===== src/rtl/seven_seg_scan_mux.sv =====
`default_nettype none
// ============================================================================
// seven_seg_scan_mux : double-buffered time-multiplexed BCD scan driver for a
//                      seven-segment decoder; optional SEVEN_SEG_LZ_BLANK_EN
//                      enables leading-zero blanking of the digit enables.
// Revision: 1.0
// ============================================================================
module seven_seg_scan_mux #(
  parameter int NUM_DIGITS  = 4,
  parameter int REFRESH_DIV = 1000
) (
  input  logic                    clk,
  input  logic                    rst,
  input  logic                    load_i,
  input  logic [4*NUM_DIGITS-1:0] digits_in_i,
  output logic [3:0]              bcd_o,
  output logic [NUM_DIGITS-1:0]   digit_en_o,
  output logic                    frame_start_o,
  output logic                    busy_o
);

  localparam int c_DW    = 4 * NUM_DIGITS;
  localparam int c_CNT_W = (REFRESH_DIV > 1) ? $clog2(REFRESH_DIV) : 1;
  localparam int c_IDX_W = (NUM_DIGITS > 1) ? $clog2(NUM_DIGITS) : 1;
  localparam logic [c_CNT_W-1:0] c_CNT_LAST = c_CNT_W'(REFRESH_DIV - 1);
  localparam logic [c_IDX_W-1:0] c_IDX_LAST = c_IDX_W'(NUM_DIGITS - 1);

  logic [c_CNT_W-1:0]    cnt_q, cnt_d;
  logic [c_IDX_W-1:0]    idx_q, idx_d;
  logic [c_DW-1:0]       disp_q, disp_d;
  logic [c_DW-1:0]       pend_q, pend_d;
  logic                  pend_v_q, pend_v_d;
  logic [3:0]            bcd_q, bcd_d;
  logic [NUM_DIGITS-1:0] en_q, en_d;
  logic                  fs_q, fs_d;

  logic                  w_slot_tick;
  logic                  w_frame_tick;
  logic [NUM_DIGITS-1:0] w_upper_nz;

  assign w_slot_tick  = (cnt_q == c_CNT_LAST);
  assign w_frame_tick = w_slot_tick && (idx_q == c_IDX_LAST);

  // w_upper_nz[k]: some committed digit at position k or above is non-zero
`ifdef SEVEN_SEG_LZ_BLANK_EN
  for (genvar k = 0; k < NUM_DIGITS; k++) begin : g_lz_blank
    assign w_upper_nz[k] = |disp_d[c_DW-1:4*k];
  end
`else
  assign w_upper_nz = '1;
`endif

  always_comb begin
    cnt_d    = w_slot_tick ? '0 : cnt_q + c_CNT_W'(1);
    idx_d    = idx_q;
    if (w_slot_tick) begin
      idx_d = (idx_q == c_IDX_LAST) ? '0 : idx_q + c_IDX_W'(1);
    end

    // Commit uses the old pending value; a coincident load refills pend
    disp_d   = (w_frame_tick && pend_v_q) ? pend_q : disp_q;
    pend_d   = load_i ? digits_in_i : pend_q;
    pend_v_d = load_i ? 1'b1 : (w_frame_tick ? 1'b0 : pend_v_q);

    bcd_d = 4'h0;
    en_d  = '0;
    for (int k = 0; k < NUM_DIGITS; k++) begin
      if (idx_d == c_IDX_W'(k)) begin
        bcd_d   = disp_d[4*k +: 4];
        en_d[k] = (k == 0) || w_upper_nz[k];
      end
    end
    fs_d = w_frame_tick;
  end

  always_ff @(posedge clk or posedge rst) begin
    if (rst) begin
      cnt_q    <= '0;
      idx_q    <= '0;
      disp_q   <= '0;
      pend_q   <= '0;
      pend_v_q <= 1'b0;
      bcd_q    <= 4'h0;
      en_q     <= NUM_DIGITS'(1);
      fs_q     <= 1'b0;
    end else begin
      cnt_q    <= cnt_d;
      idx_q    <= idx_d;
      disp_q   <= disp_d;
      pend_q   <= pend_d;
      pend_v_q <= pend_v_d;
      bcd_q    <= bcd_d;
      en_q     <= en_d;
      fs_q     <= fs_d;
    end
  end

  assign bcd_o         = bcd_q;
  assign digit_en_o    = en_q;
  assign frame_start_o = fs_q;
  assign busy_o        = pend_v_q;

endmodule
`default_nettype wire


===== config.mk =====
export PLATFORM = sky130hd
export DESIGN_NAME = seven_seg_scan_mux
export DESIGN_NICKNAME = d
export VERILOG_FILES = /design/src/rtl/seven_seg_scan_mux.sv
export SDC_FILE = /design/constraint.sdc
export NUM_CORES = 1
export LEC_CHECK = 0
export ABC_CLOCK_PERIOD_IN_PS = 2600
export CORE_UTILIZATION = 54
export DETAILED_ROUTE_END_ITERATION = 16
export PLACE_DENSITY = 0.79
export SLEW_MARGIN = 40
export SYNTH_ARGS = -nofsm -noshare
export SYNTH_HDL_FRONTEND = slang
export SYNTH_SLANG_ARGS = --single-unit

===== constraint.sdc =====
create_clock -name clk -period 2.6 [get_ports clk]
set_input_delay 0.78 -clock clk [delete_from_list [all_inputs] [get_ports clk]]
set_output_delay 0.78 -clock clk [all_outputs]
set_load 0.01 [all_outputs]

==> out/qor.csv <==
metric,value,unit
status,completed,
synth_top_area_cell,dfrtp_1,
min_period_over_period,0.901,
antenna_found_initial,0,
wl,4060,µm
powerDensity,587,mW/mm²
finalSetupViolCount,0,
synth_compound_area_frac,0.0691,
grt_pass1_wl,6670,µm
yosys-top-cells-count,"53 x dfrtp_1, 23 x mux2_2, 18 x inv_1, 10 x nor2_1, 9 x mux2i_1",
postSynthAreaPerCell,12.9,µm²
seq_area,0.00135,mm²
synth-seq-cells,54,
slew_viol_final,0,
hp-class,flop to flop,
ant_nets,0,
cts_tree,done,
yosysMostFrequentCell,dfrtp_1,
synth_top_family_by_area,multiplexers,
arrival,2.54,ns
fin_area,0.00274,mm²
multi_input_area,801,µm²
max_stage_delay,0.71,ns
dieArea,0.00446,mm²
place_area,0.00260,mm²
die_height,66.8,µm
clkTransAtPathRegs,0.09,ns
post-route-util,0.684,
yosys_warnings,0,
grt_pass1_vias,1441,
hold_viol,0,
cp_cell_sequence,"ha_1, inv_1, or4_4, mux2i_1, o22ai_1, o31a_1",
htreeDepth,2,
syn-cell-area,0.00226,mm²
fin_skew,0.00930,ns
num_rows,23,
cts_max_path_buffers,2,
syn-num-nets,197,
cts_setup_buffers,0,
criticalPathCategory,flop to flop,
drc,0,
synthFlopType,dfrtp_1,
required,2.79,ns
path_max_fanout,16,
r2r_slack,0.26,ns
syn_to_final_growth,20.8,%
yosysSeqAreaShare,0.597,
tightest_slew,0.515,ns
tns,0,ns
synth_area_leaders,"dfrtp_1 59%, mux2_2 11%, mux2i_1 4.0%, inv_1 3.0%, nor2_1 1.7%",
fmax,427,MHz
place_congestion,0.889,
grt_overflow,0,
synthAdderAreaFrac,0.0110,
hold_ws,0.481,ns
cts_num_sinks,54,
finalCriticalPeriod,2.34,ns
diodes,0,
coreArea,0.00400,mm²
maxCapViolCount,0,
hpwlAfterDp,2940,µm
wl_per_cell,15.6,µm
grt_use_total,0.210,
cts_resized,0,
synth_xor_area_frac,0.0232,
ys_types,40,
num_vias,1428,
netlist.area_leader.share,0.586,
cpMaxStageDelayCell,or4_4,
syn-instance-count,176,
synth_edf_count,0,
max-slew-margin-rel,0.656,
synthArstFlopShare,1.00,
power,0.00161,W
ioPinCount,29,
grt_max_degree,55,
numCtsBuffers,5,
via_per_inst,5.49,
drive_gt1_frac,0.195,
nFillCells,291,
crit_path_end_kind,flop,
nNetsFinal,230,
root_buffer,clkbuf_8,
synthMuxAreaShare,0.154,
cts_hold_buf,0,
rsz0062_at_grt,false,
worst_ir_drop_vdd,373,µV
drt_iter0_drc,44,
first_pass_iters,4,
power.leakage,1.39,nW
worstSkewPairLatency,0.30,ns
synth-simple-area-share,0.0961,
die_width,66.8,µm
io_buffers,28,
initial_core_util,0.566,
cp-start-kind,flop,
-- worst max-delay path: cells and delay by family, from the launching register on --
family	cells	cell delay, ns
buf+inv	1	0.12
compound gates	2	0.46
mux	1	0.26
simple gates	1	0.71
fa+ha+maj	1	0.30
flops	1	0.39
-- state kept, by name, summed over array words and instances, names as in the netlist --
signal,flops
disp_q,16
cnt_q,10
digit_en_o,4
idx_q,2
pend_q,16
busy_o,1
frame_start_o,1
bcd_o,4
-- worst paths after layout --
check                      startpoint            end  cells past startpoint
setup / recovery             cnt_q[0]       bcd_o[1]                      6
hold / removal               cnt_q[0]       cnt_q[0]                      1
min in group asynchronous         rst     disp_q[10]                      3
setup reg to reg             cnt_q[0]       bcd_o[1]                      6
hold reg to reg              cnt_q[0]       cnt_q[0]                      1
max in group asynchronous         rst  digit_en_o[0]                      3
-- layer usage --
metal  part of all wire  global-route usage  vias to the layer above
li1                   -                   -                      672
met1               0.43               0.246                      729
met2               0.53               0.369                       22
met3              0.033              0.0514                        5
met4              0.011              0.0745                        0
met5                  0                   0                        -
-- per-stage QoR --
| stage | setup WS, ns | cells |
|---|---|---|
| floorplan | 0.403 | 176 |
| global placement | 0.330 | 252 |
| detailed placement | 0.272 | 252 |
| CTS | 0.251 | 260 |
| global route | 0.0918 | 260 |
| finish | 0.256 | 260 |
-- logic make-up (layout without fill, tap and decap cells) --
group | Yosys count | count (layout)
adders and majority gates | 2 | 2
xor gates and xnor gates | 6 | 6
AOI/OAI and AO/OA | 22 | 22
DFF | 54 | 54
and+or+nand+nor | 37 | 37
buffers and inverters | 23 | 57
muxes | 32 | 32
-- power breakdown --
part / internal, W / leakage, nW / switching (W)
clock network: 0.000385 / 0.0683 / 0.000261
registers: 0.000864 / 0.695 / 0.0000147
logic: 0.0000503 / 0.622 / 0.0000305
total: 0.00130 / 1.39 / 0.000306
-- cell type report --
class                      count  share of cell area
clock buffer                   5              0.0251
multi-input combinational     99               0.293
inverter                      18              0.0247
timing repair buffer          31               0.115
clock inverter                 3              0.0251
tap                           50              0.0229
sequential                    54               0.494
-- layout by cell type (no fill, tap or decap), types with 2 or more instances in the layout --
cell and instances:
a21oi_1 2, bufinv_16 2, xnor2_1 2, inv_1 17, nor2_1 10, nand2_1 5, nor2b_1 3, o21ai_0 4
buf_4 2, nand3_1 5, dfrtp_1 53, mux2_2 23, o31a_1 4, o22ai_1 4, clkbuf_8 5, ha_1 2
xor2_1 4, clkdlybuf4s50_1 28, mux2i_1 9, a21o_1 2, nand2b_1 3
Note: power is estimated with default switching activity, not from simulation.
